## config.mk

```make
export PLATFORM = sky130hd
export DESIGN_NAME = gpu_clock_divider_multi_flat
export DESIGN_NICKNAME = d
export VERILOG_FILES = /design/src/rtl/gpu_clock_divider_multi_if.sv /design/src/rtl/gpu_clock_divider_multi.sv /design/src/flat_wrapper.sv
export SDC_FILE = /design/constraint.sdc
export NUM_CORES = 1
export LEC_CHECK = 0
export CAP_MARGIN = 20
export CORE_MARGIN = 8
export CORE_UTILIZATION = 30
export CTS_BUF_LIST = sky130_fd_sc_hd__clkbuf_2
export DETAILED_ROUTE_END_ITERATION = 16
export PLACE_DENSITY_LB_ADDON = 0.25
export SLEW_MARGIN = 15
export SYNTH_ARGS = -nofsm -noshare
export SYNTH_HDL_FRONTEND = slang
export SYNTH_SLANG_ARGS = --single-unit
export TNS_END_PERCENT = 1
```

## constraint.sdc

```tcl
create_clock -name clk_in -period 5.16 [get_ports clk_in]
set_clock_uncertainty 0.2 [all_clocks]
set_input_delay 1.032 -clock clk_in [delete_from_list [all_inputs] [get_ports clk_in]]
set_output_delay 1.032 -clock clk_in [all_outputs]
set_load 0.01 [all_outputs]
```

## src/rtl/gpu_clock_divider_multi_if.sv

```systemverilog
// Control/write-port/clock-output bundle for gpu_clock_divider_multi.
// The tick vector exists only when GPU_CLKDIV_TICK_EN is defined.
interface gpu_clock_divider_multi_if #(
  parameter int NUM_CH    = 4,
  parameter int DIV_WIDTH = 8
);
  localparam int CH_W = (NUM_CH > 1) ? $clog2(NUM_CH) : 1;

  logic [NUM_CH-1:0]    ch_en;
  logic                 wr_en;
  logic [CH_W-1:0]      wr_ch;
  logic [DIV_WIDTH-1:0] wr_div;
  logic                 wr_err;
  logic [NUM_CH-1:0]    div_pending;
  logic [NUM_CH-1:0]    clk_out;
`ifdef GPU_CLKDIV_TICK_EN
  logic [NUM_CH-1:0]    tick;

  modport master (output ch_en, wr_en, wr_ch, wr_div,
                  input  wr_err, div_pending, clk_out, tick);
  modport slave  (input  ch_en, wr_en, wr_ch, wr_div,
                  output wr_err, div_pending, clk_out, tick);
`else
  modport master (output ch_en, wr_en, wr_ch, wr_div,
                  input  wr_err, div_pending, clk_out);
  modport slave  (input  ch_en, wr_en, wr_ch, wr_div,
                  output wr_err, div_pending, clk_out);
`endif
endinterface

```

## src/rtl/gpu_clock_divider_multi.sv

```systemverilog
// NUM_CH runtime-programmable clock dividers with glitch-free enable and boundary-aligned divisor updates.
// Define GPU_CLKDIV_TICK_EN to add a registered one-cycle tick per channel at each clk_out rise.
module gpu_clock_divider_multi #(
  parameter int NUM_CH      = 4,
  parameter int DIV_WIDTH   = 8,
  parameter int DEFAULT_DIV = 4
) (
  input  logic                     clk_in,
  input  logic                     rst_n,
  gpu_clock_divider_multi_if.slave bus
);
  localparam int CH_W = (NUM_CH > 1) ? $clog2(NUM_CH) : 1;
  localparam logic [DIV_WIDTH-1:0] ONE      = DIV_WIDTH'(1);
  localparam logic [DIV_WIDTH-1:0] TWO      = DIV_WIDTH'(2);
  localparam logic [DIV_WIDTH-1:0] RST_DIV  = DIV_WIDTH'(DEFAULT_DIV);
  localparam logic [CH_W:0]        CH_LIMIT = (CH_W+1)'(NUM_CH);

  if (NUM_CH < 1 || DIV_WIDTH < 2 || DEFAULT_DIV < 2 || DEFAULT_DIV > (2**DIV_WIDTH) - 1) begin : g_bad_cfg
    $fatal(1, "gpu_clock_divider_multi: illegal NUM_CH/DIV_WIDTH/DEFAULT_DIV");
  end

  typedef enum logic [1:0] {IDLE = 2'd0, RUN = 2'd1, STOPPING = 2'd2} state_t;

  state_t               state     [NUM_CH];
  state_t               state_nxt [NUM_CH];
  logic [DIV_WIDTH-1:0] count     [NUM_CH];
  logic [DIV_WIDTH-1:0] count_nxt [NUM_CH];
  logic [DIV_WIDTH-1:0] div       [NUM_CH];
  logic [DIV_WIDTH-1:0] div_nxt   [NUM_CH];
  logic [DIV_WIDTH-1:0] pend_div     [NUM_CH];
  logic [DIV_WIDTH-1:0] pend_div_nxt [NUM_CH];
  logic [NUM_CH-1:0]    boundary, rise, wr_hit;
  logic [NUM_CH-1:0]    pending, pending_nxt, clk_q, clk_nxt;
  logic                 wr_bad, wr_err_q;

  always_comb begin
    wr_bad = bus.wr_en && ((bus.wr_div < TWO) || ({1'b0, bus.wr_ch} >= CH_LIMIT));
    for (int i = 0; i < NUM_CH; i++) begin
      wr_hit[i]   = bus.wr_en && !wr_bad && (bus.wr_ch == CH_W'(i));
      boundary[i] = (state[i] != IDLE) && (count[i] == div[i] - ONE);
      rise[i]     = (state[i] != IDLE) && (count[i] == (div[i] >> 1) - ONE);
    end
  end

  always_ff @(posedge clk_in or negedge rst_n) begin
    if (!rst_n) begin
      for (int i = 0; i < NUM_CH; i++) state[i] <= IDLE;
    end else begin
      for (int i = 0; i < NUM_CH; i++) state[i] <= state_nxt[i];
    end
  end

  // STOPPING keeps counting so a disable never truncates the current period.
  always_comb begin
    for (int i = 0; i < NUM_CH; i++) begin
      state_nxt[i] = state[i];
      case (state[i])
        IDLE:     if (bus.ch_en[i]) state_nxt[i] = RUN;
        RUN:      if (!bus.ch_en[i]) state_nxt[i] = boundary[i] ? IDLE : STOPPING;
        STOPPING: begin
          if (bus.ch_en[i])     state_nxt[i] = RUN;
          else if (boundary[i]) state_nxt[i] = IDLE;
        end
        default:  state_nxt[i] = IDLE;
      endcase
    end
  end

  // A write landing on the boundary cycle bypasses pend_div and overrides any older pending value.
  always_comb begin
    for (int i = 0; i < NUM_CH; i++) begin
      count_nxt[i]    = (state[i] == IDLE || boundary[i]) ? '0 : count[i] + ONE;
      if (state[i] == IDLE || boundary[i]) clk_nxt[i] = 1'b0;
      else if (rise[i])                    clk_nxt[i] = 1'b1;
      else                                 clk_nxt[i] = clk_q[i];
      div_nxt[i]      = div[i];
      pend_div_nxt[i] = pend_div[i];
      pending_nxt[i]  = pending[i];
      if (boundary[i] && pending[i]) begin
        div_nxt[i]     = pend_div[i];
        pending_nxt[i] = 1'b0;
      end
      if (wr_hit[i]) begin
        if (state[i] == IDLE || boundary[i]) begin
          div_nxt[i]     = bus.wr_div;
          pending_nxt[i] = 1'b0;
        end else begin
          pend_div_nxt[i] = bus.wr_div;
          pending_nxt[i]  = 1'b1;
        end
      end
    end
  end

  always_ff @(posedge clk_in or negedge rst_n) begin
    if (!rst_n) begin
      for (int i = 0; i < NUM_CH; i++) begin
        count[i]    <= '0;
        div[i]      <= RST_DIV;
        pend_div[i] <= RST_DIV;
      end
      pending  <= '0;
      clk_q    <= '0;
      wr_err_q <= 1'b0;
    end else begin
      for (int i = 0; i < NUM_CH; i++) begin
        count[i]    <= count_nxt[i];
        div[i]      <= div_nxt[i];
        pend_div[i] <= pend_div_nxt[i];
      end
      pending  <= pending_nxt;
      clk_q    <= clk_nxt;
      wr_err_q <= wr_bad;
    end
  end

  assign bus.wr_err      = wr_err_q;
  assign bus.div_pending = pending;
  assign bus.clk_out     = clk_q;

`ifdef GPU_CLKDIV_TICK_EN
  logic [NUM_CH-1:0] tick_q;

  always_ff @(posedge clk_in or negedge rst_n) begin
    if (!rst_n) tick_q <= '0;
    else        tick_q <= rise;
  end

  assign bus.tick = tick_q;
`endif
endmodule

```

## src/flat_wrapper.sv

```systemverilog
// flat-port wrapper written by rule: the top's interface ports become plain ports
module gpu_clock_divider_multi_flat 
#(
  parameter int NUM_CH      = 4,
  parameter int DIV_WIDTH   = 8,
  parameter int DEFAULT_DIV = 4
)
  (clk_in, rst_n, bus_ch_en, bus_wr_en, bus_wr_ch, bus_wr_div, bus_wr_err, bus_div_pending, bus_clk_out);
  gpu_clock_divider_multi_if #(.NUM_CH(NUM_CH), .DIV_WIDTH(DIV_WIDTH)) bus_i ();
  input  logic clk_in;
  input  logic rst_n;
  input wire logic [$bits(bus_i.ch_en)-1:0] bus_ch_en;
  input wire logic [$bits(bus_i.wr_en)-1:0] bus_wr_en;
  input wire logic [$bits(bus_i.wr_ch)-1:0] bus_wr_ch;
  input wire logic [$bits(bus_i.wr_div)-1:0] bus_wr_div;
  output wire logic [$bits(bus_i.wr_err)-1:0] bus_wr_err;
  output wire logic [$bits(bus_i.div_pending)-1:0] bus_div_pending;
  output wire logic [$bits(bus_i.clk_out)-1:0] bus_clk_out;
  assign bus_i.ch_en = bus_ch_en;
  assign bus_i.wr_en = bus_wr_en;
  assign bus_i.wr_ch = bus_wr_ch;
  assign bus_i.wr_div = bus_wr_div;
  assign bus_wr_err = bus_i.wr_err;
  assign bus_div_pending = bus_i.div_pending;
  assign bus_clk_out = bus_i.clk_out;
  gpu_clock_divider_multi #(.NUM_CH(NUM_CH), .DIV_WIDTH(DIV_WIDTH), .DEFAULT_DIV(DEFAULT_DIV)) u_core (.clk_in(clk_in), .rst_n(rst_n), .bus(bus_i));
endmodule
```

Yosys cells after proc, flatten, opt, wreduce, memory -nomap -nowiden
Cells that the tools add are included.
{"block": "classes", "add_sub_neg": 12, "n_lt_le_gt_ge": 1, "eq_ne": 31, "muxes": 60, "bitwise": 4, "n_reduce_logical": 48}
{"op": "$mux W8", "n": 16}
{"op": "$eq A8 B8 Y1", "n": 8}
{"op": "$mux W2", "n": 20}
{"op": "$add A8 B1 Y8 const B", "n": 4}
{"op": "$sub A7 B1 Y8 const B", "n": 4}
{"op": "$sub A8 B1 Y8 const B", "n": 4}
{"op": "$pmux W2 S3", "n": 4}
{"op": "$reduce_bool A2 Y1", "n": 12}
{"op": "$mux W1", "n": 20}
{"op": "$logic_and A1 B1 Y1", "n": 18}
{"op": "$ne A2 B2 Y1 const B", "n": 8}
{"op": "$eq A2 B2 Y1 const B", "n": 6}
{"op": "$ne A3 B2 Y1 const B", "n": 4}
{"op": "$reduce_and A3 Y1", "n": 4}
{"op": "$eq A2 B1 Y1 const B", "n": 5}
{"op": "$logic_not A2 Y1", "n": 5}
{"op": "$lt A8 B2 Y1 const B", "n": 1}
{"op": "$reduce_and A2 Y1", "n": 4}
{"op": "$logic_or A1 B1 Y1", "n": 4}
{"op": "$not A1 Y1", "n": 4}
{"op": "$logic_not A1 Y1", "n": 1}
{"block": "word_totals", "reg_bits": 113, "out_inout_bits": 9, "wordCells": 181}

Depth between registers and ports, before layout
Gate-level depths: netlist of run 1.
{"block": "logic_depth", "word_depth": 7, "mapped_depth": 11, "mapped_depth_nobuf": 8}

Least setup slack after synthesis of run 1
Ideal clock, no wire load.
{"block": "synth_timing", "path_type": "register to register", "from": "register u_core.div[2] (netlist name)", "to": "register u_core.div[0] (netlist name)", "t_arrival_ps": 2802, "t_required_ps": 4835, "path_slack_ps": 2033, "path_stages_with_launch": 10, "n_path_buf": 1, "path_cell_list": "dfstp_2 buf_2 inv_1 ha_1 or4b_1 xnor2_1 or3_1 nor4_4 mux2_2 mux2_2"}
{"item": "start: declaration", "line": "gpu_clock_divider_multi.sv:28", "rtl": "logic [DIV_WIDTH-1:0] div [NUM_CH];"}
{"item": "start signal: indexed assignment", "line": "gpu_clock_divider_multi.sv:108", "rtl": "div[i] <= div_nxt[i];"}

==> results of run 1 <==
final timing paths:
check / from / endpoint / slack, ns / cells past startpoint
max: u_core.div[17]$_DFF_PN0_ / u_core.div[22]$_DFF_PN0_ / 1.39 / 8
min: u_core.state[2]$_DFFE_PN0P_ / u_core.state[3]$_DFFE_PN0P_ / 0.27 / 1
max reg2reg: u_core.div[17]$_DFF_PN0_ / u_core.div[22]$_DFF_PN0_ / 1.39 / 8
min reg2reg: u_core.state[2]$_DFFE_PN0P_ / u_core.state[3]$_DFFE_PN0P_ / 0.27 / 1
max in group asynchronous: rst_n / u_core.div[26]$_DFF_PN1_ / 3.43 / 3
min in group asynchronous: rst_n / u_core.count[31]$_DFF_PN0_ / 0.52 / 2
layout by cell type, fill, tap and decap left out, drive strengths merged, types with 3 or more instances in the layout:
cell type      count
a211oi             6
a21boi             6
a21oi              7
a31o               3
a31oi              5
and3               9
buf                5
bufinv             8
clkbuf            19
clkdlybuf4s50     24
clkinv             5
dfrtp            105
dfstp              8
ha                12
inv               25
mux2              96
nand2             11
nand2b            12
nand3             25
nand3b             4
nand4              4
nand4b             4
nor2              53
nor2b              9
nor3              13
nor4              12
nor4b              3
o211ai             4
o21ai             14
o31a               3
o31ai              6
or2                3
or3                5
or4                4
xnor2             55
xor2              40
flip-flops by register name (all words and copies together), names as in the netlist:
name,cells
u_core.state,8
u_core.pend_div,32
u_core.bus.clk_out,4
u_core.bus.div_pending,4
u_core.div,32
u_core.count,32
u_core.bus.wr_err,1
synthesized netlist by cell type, types with 11 or more instances:
| library cell | instances | share of area |
|---|---|---|
| inv_1 | 25 | 0.014 |
| nor2_1 | 52 | 0.029 |
| o21ai_0 | 14 | 0.010 |
| nand2b_1 | 12 | 0.011 |
| nand3_1 | 25 | 0.018 |
| nor3_1 | 13 | 0.0096 |
| mux2_2 | 94 | 0.16 |
| nand2_1 | 11 | 0.0061 |
| xor2_1 | 40 | 0.051 |
| dfrtp_1 | 105 | 0.39 |
| xnor2_1 | 55 | 0.071 |
| clkbuf_1 | 29 | 0.016 |
| ha_1 | 12 | 0.022 |
cell type report:
class	instances	area share
Antenna cell	2	0.000651
Clock buffer	19	0.0124
Clock inverter	13	0.0342
Inverter	25	0.0122
Multi-Input combinational cell	466	0.485
Sequential cell	113	0.369
Tap cell	285	0.0464
Timing Repair Buffer	30	0.0400
logic make-up after synthesis:
family | after synthesis
muxes | 98
xor gates and xnor gates | 97
adders and majority gates | 12
and+or+nand+nor | 181
buffers and inverters | 61
DFF | 113
AOI/OAI and AO/OA | 78
metrics by stage:
stage / utilization / hold WS [ns]
2_1_floorplan: - / 0.229
3_3_place_gp: 0.325 / 0.251
6_report: 0.343 / 0.273
5_1_grt: 0.343 / 0.283
3_5_place_dp: 0.325 / 0.255
4_1_cts: 0.341 / 0.235
routing by layer:
layer  global-route usage  part of all wire  vias to the layer above
met5                    0                 0                        -
met4               0.0388             0.013                        0
met3               0.0319             0.039                       18
met2                0.191              0.49                       88
met1                0.131              0.45                     2380
li1                     -                 -                     2305
report_power, final:
part           internal [mW]  switching [mW]
Sequential              1.18           0.439
Combinational          0.909           0.753
Clock                  0.511           0.343
critical path: stages (launching register included):
cell,delay [ns]
dfrtp_1,0.45
inv_1,0.09
ha_1,0.18
nand2b_1,0.18
or4_1,0.54
a222oi_1,0.44
o2bb2ai_1,0.48
nor2b_1,0.67
mux2_2,0.41
what timing repair did:
item                                   CTS  global route
hold buffers                             0             1
endpoints found under the hold margin    0            14
setup buffers                            0             0
==> flow_metrics.py, run 1 <==
metrics = {
    "run_status": {
        "outcome": "finished, final reports clean",
    },
    "floorplanning": {
        "die_area_um2": 27800,
        "dieHeight_um": 167,
        "core-area_um2": 22400,
        "start_util": 0.303,
        "dieWidth_um": 167,
        "num_rows": 55,
        "ios": 26,
    },
    "power_and_ir_drop": {
        "cellPowerDensity_nw_per_um2": 538,
        "leakage_nw": 3.13,
        "ir_drop_uv": 160,
        "total_power_mw": 4.14,
    },
    "setup_path": {
        "crit_path_start_kind": "flip-flop",
        "end_kind": "flip-flop",
        "required_ns": 5.52,
        "cp_max_fo": 12,
        "crit_arrival_ns": 4.14,
        "worstSetupPathType": "flip-flop to flip-flop",
    },
    "synthesis": {
        "syn_area_um2": 6800,
        "synthAdderAreaFrac": 0.0221,
        "synth_seq_cells": 113,
        "yosys.area_share.simple": 0.150,
        "synth_cell_type_count": 69,
        "synth_compound_area_frac": 0.0839,
        "postSynth.asyncResetShare": 1.00,
        "syn_nets": 669,
        "synth-xor-area-share": 0.129,
        "yosys-mux-area-fraction": 0.162,
        "yosysSeqAreaShare": 0.417,
        "synth_edf_count": 0,
        "synth_ff_type": "dfrtp_1",
        "synthCells": 640,
        "synth_top_family_by_area": "multiplexers",
        "syn_avg_cell_area_um2": 10.6,
        "yosys_warnings": 0,
    },
    "sta": {
        "final.setup.tns_ns": 0,
        "finalWorstSetupSlack_ns": 1.39,
        "hold_violations": 0,
        "max_freq_mhz": 265,
        "slew_violations": 0,
        "setup_violations": 0,
        "rsz0062_at_grt": "no",
        "min_period_over_period": 0.731,
        "worst_slew_pin_slew_ns": 0.902,
        "min_period_ns": 3.77,
        "slew_headroom": 0.399,
    },
    "detailed_routing": {
        "drt-initial-drc-count": 283,
        "wl_per_cell_um": 15.7,
        "dr.pass1.iters": 5,
        "drc_errors": 0,
        "ant_nets": 0,
        "viasPerCell": 5.03,
        "vias": 4791,
        "drt-total-wl_um": 14900,
    },
    "finish": {
        "fillers": 2256,
        "drive_gt1_frac": 0.231,
        "multi_input_area_um2": 3730,
        "regArea_um2": 2840,
        "area_growth_pct": 13.0,
        "stdcell_area_um2": 7690,
        "fin_nets": 682,
        "fin_cells": 953,
    },
    "place": {
        "dpl.hpwl_um": 10800,
        "place_area_um2": 7290,
        "place.gp.congestion": 0.885,
        "portBuffers": 25,
        "pre_cts_ws_ns": 1.45,
        "place_inst": 917,
    },
    "cts": {
        "ctsResizeCount": 0,
        "cts_buffers": 17,
        "cts.clk_slew.worst_paths_ns": 0.19,
        "clk_latency_ns": 0.69,
        "cts_tree": "done",
        "root_buffer": "clkbuf_2",
        "cts.sinks": 113,
        "cts_max_level": 4,
        "clk_path_buf_depth": 2,
    },
    "hold_path": {
        "hold_path.class": "flip-flop to flip-flop",
    },
    "global_routing": {
        "antenna_found_initial": 1,
        "grt_pass1_wl_um": 25000,
        "grt_max_degree": 76,
        "grt_use_total": 0.111,
        "overflow": 0,
        "grt_pass1_vias": 4849,
    },
    "run": {
        "max_cap_viol_count": 0,
    },
}
Note: power is estimated with default switching activity, not from simulation.
==> run 2: changes to the inputs <==
==> constraint.sdc (replaced) <==
create_clock -name clk_in -period 3.7 [get_ports clk_in]
set_clock_uncertainty 0.2 [all_clocks]
set_input_delay 0.74 -clock clk_in [delete_from_list [all_inputs] [get_ports clk_in]]
set_output_delay 0.74 -clock clk_in [all_outputs]
set_load 0.01 [all_outputs]
==> flow_metrics.py, run 2 (synthesis results as in run 1) <==
metrics = {
    "run_status": {
        "outcome": "finished, final reports clean",
    },
    "detailed_routing": {
        "drc_errors": 0,
        "wl_per_cell_um": 16.0,
        "vias": 4795,
        "viasPerCell": 4.98,
        "drt-initial-drc-count": 220,
        "ant_nets": 0,
        "dr.pass1.iters": 4,
        "drt-total-wl_um": 15400,
    },
    "sta": {
        "worst_slew_pin_slew_ns": 0.797,
        "slew_headroom": 0.466,
        "hold_violations": 0,
        "setup_violations": 0,
        "final.setup.tns_ns": 0,
        "max_freq_mhz": 292,
        "slew_violations": 0,
        "min_period_over_period": 0.927,
        "min_period_ns": 3.43,
        "rsz0062_at_grt": "no",
    },
    "cts": {
        "root_buffer": "clkbuf_2",
        "cts_buffers": 17,
        "cts.clk_slew.worst_paths_ns": 0.19,
        "clk_path_buf_depth": 2,
        "cts_max_level": 4,
        "cts.sinks": 113,
        "cts_tree": "done",
        "cts_setup_buffers": 0,
        "clk_latency_ns": 0.68,
    },
    "power_and_ir_drop": {
        "swShare": 0.391,
        "ir_drop_uv": 377,
        "cellPowerDensity_nw_per_um2": 720,
        "leakage_nw": 3.12,
        "pwr-share-comb": 0.429,
        "p_switching_mw": 2.16,
        "intPower_mw": 3.37,
        "p_clk_frac": 0.167,
        "seq_power_share": 0.404,
    },
    "setup_path": {
        "worstSetupPathType": "flip-flop to flip-flop",
        "path_cells": "inv_1 -> ha_1 -> or3b_1 -> a211o_1 -> or3_1 -> nor4_4 -> mux2_2 -> mux2_2",
        "crit_top_cell": "mux2_2",
        "cp_max_fo": 8,
        "critPathSlowestCell": "nor4_4",
        "end_kind": "flip-flop",
        "crit_arrival_ns": 3.78,
        "worstRegToRegCells": 8,
        "critPathMaxStageDelay_ns": 0.52,
        "reg2reg_from": "u_core.div[1]$_DFF_PN0_",
        "crit_path_start_kind": "flip-flop",
        "cp-startpoint": "u_core.div[1]$_DFF_PN0_",
        "required_ns": 4.05,
    },
    "floorplanning": {
        "dieHeight_um": 167,
        "start_util": 0.303,
        "die_area_um2": 27800,
        "dieWidth_um": 167,
        "core-area_um2": 22400,
        "num_rows": 55,
        "ios": 26,
    },
    "run": {
        "max_cap_viol_count": 0,
    },
    "finish": {
        "fin_nets": 694,
        "area_growth_pct": 12.7,
        "drive_gt1_frac": 0.242,
        "regArea_um2": 2840,
        "final_common_cell": "dfrtp_1",
        "fin_util": 0.342,
        "final_cell_mix": "105 x dfrtp_1, 94 x mux2_2, 55 x xnor2_1",
        "fillers": 2257,
        "multi_input_area_um2": 3730,
        "reg_top3": "u_core.count x32, u_core.div x32, u_core.pend_div x32",
    },
    "place": {
        "dpl.hpwl_um": 11200,
        "place.gp.congestion": 0.835,
        "portBuffers": 25,
    },
    "hold_path": {
        "hold_path.class": "flip-flop to flip-flop",
        "holdPathStages": 1,
        "min_from": "u_core.state[2]$_DFFE_PN0P_",
    },
    "global_routing": {
        "grt_pass1_vias": 5047,
        "grt_max_degree": 61,
        "overflow": 0,
        "grt_use_total": 0.116,
        "grt_pass1_wl_um": 26100,
        "antenna_found_initial": 1,
    },
}
run 2: timing repair:
action	CTS	global route
resized for setup	0	0
endpoints found under the hold margin	49	0
hold buffers	1	0
run 2: cell type report:
type,instances,share of cell area
Sequential cell,113,0.370
Timing Repair Buffer,42,0.0509
Multi-Input combinational cell,466,0.486
Inverter,25,0.0122
Antenna cell,1,0.000326
Tap cell,285,0.0465
Clock buffer,18,0.0117
Clock inverter,13,0.0220
run 2: final timing paths:
kind / to / slack, ns
worst max-delay path: u_core.div[5]$_DFF_PN0_ / 0.27
worst min-delay path: u_core.state[3]$_DFFE_PN0P_ / 0.26
worst max register to register: u_core.div[5]$_DFF_PN0_ / 0.27
worst min register to register: u_core.state[3]$_DFFE_PN0P_ / 0.26
max in group asynchronous: u_core.pend_div[10]$_DFFE_PN1P_ / 2.02
min in group asynchronous: u_core.bus.clk_out[0]$_DFFE_PN0P_ / 0.41
run 2: metal layers:
| metal | vias up | routed length [um] | global-route usage |
|---|---|---|---|
| met5 | - | 0 | 0 |
| met2 | 75 | 7500 | 0.193 |
| met1 | 2387 | 7210 | 0.145 |
| li1 | 2320 | - | - |
| met3 | 13 | 488 | 0.0293 |
| met4 | 0 | 170 | 0.0388 |
run 2: through the flow:
| stage | hold slack [ns] | setup slack (ns) | power, mW | area (um2) | std cells |
|---|---|---|---|---|---|
| global route | 0.312 | 0.127 | 6.01 | 7670 | 963 |
| global placement | 0.253 | 0.409 | 4.53 | 7400 | 930 |
| CTS | 0.270 | 0.261 | 5.58 | 7670 | 962 |
| detailed placement | 0.257 | 0.315 | 4.63 | 7400 | 930 |
| floorplan | 0.229 | 0.573 | 4.05 | 6800 | 640 |
| finish | 0.264 | 0.272 | 5.52 | 7670 | 963 |
run 2: critical path: cells and delay by family (launching register included):
| kind | cells | cell delay [ns] |
|---|---|---|
| mux | 2 | 0.66 |
| flops | 1 | 0.46 |
| fa+ha+maj | 1 | 0.25 |
| simple gates | 3 | 1.35 |
| compound gates | 1 | 0.29 |
| buf+inv | 1 | 0.10 |
run 2: power by group through the flow:
| stage | registers [mW] | clock network (mW) | logic, mW |
|---|---|---|---|
| floorplan | 1.93 | 0 | 2.12 |
| global placement | 2.24 | 0 | 2.29 |
| detailed placement | 2.26 | 0 | 2.37 |
| CTS | 2.23 | 0.960 | 2.39 |
| global route | 2.32 | 1.03 | 2.66 |
| finish | 2.23 | 0.922 | 2.37 |
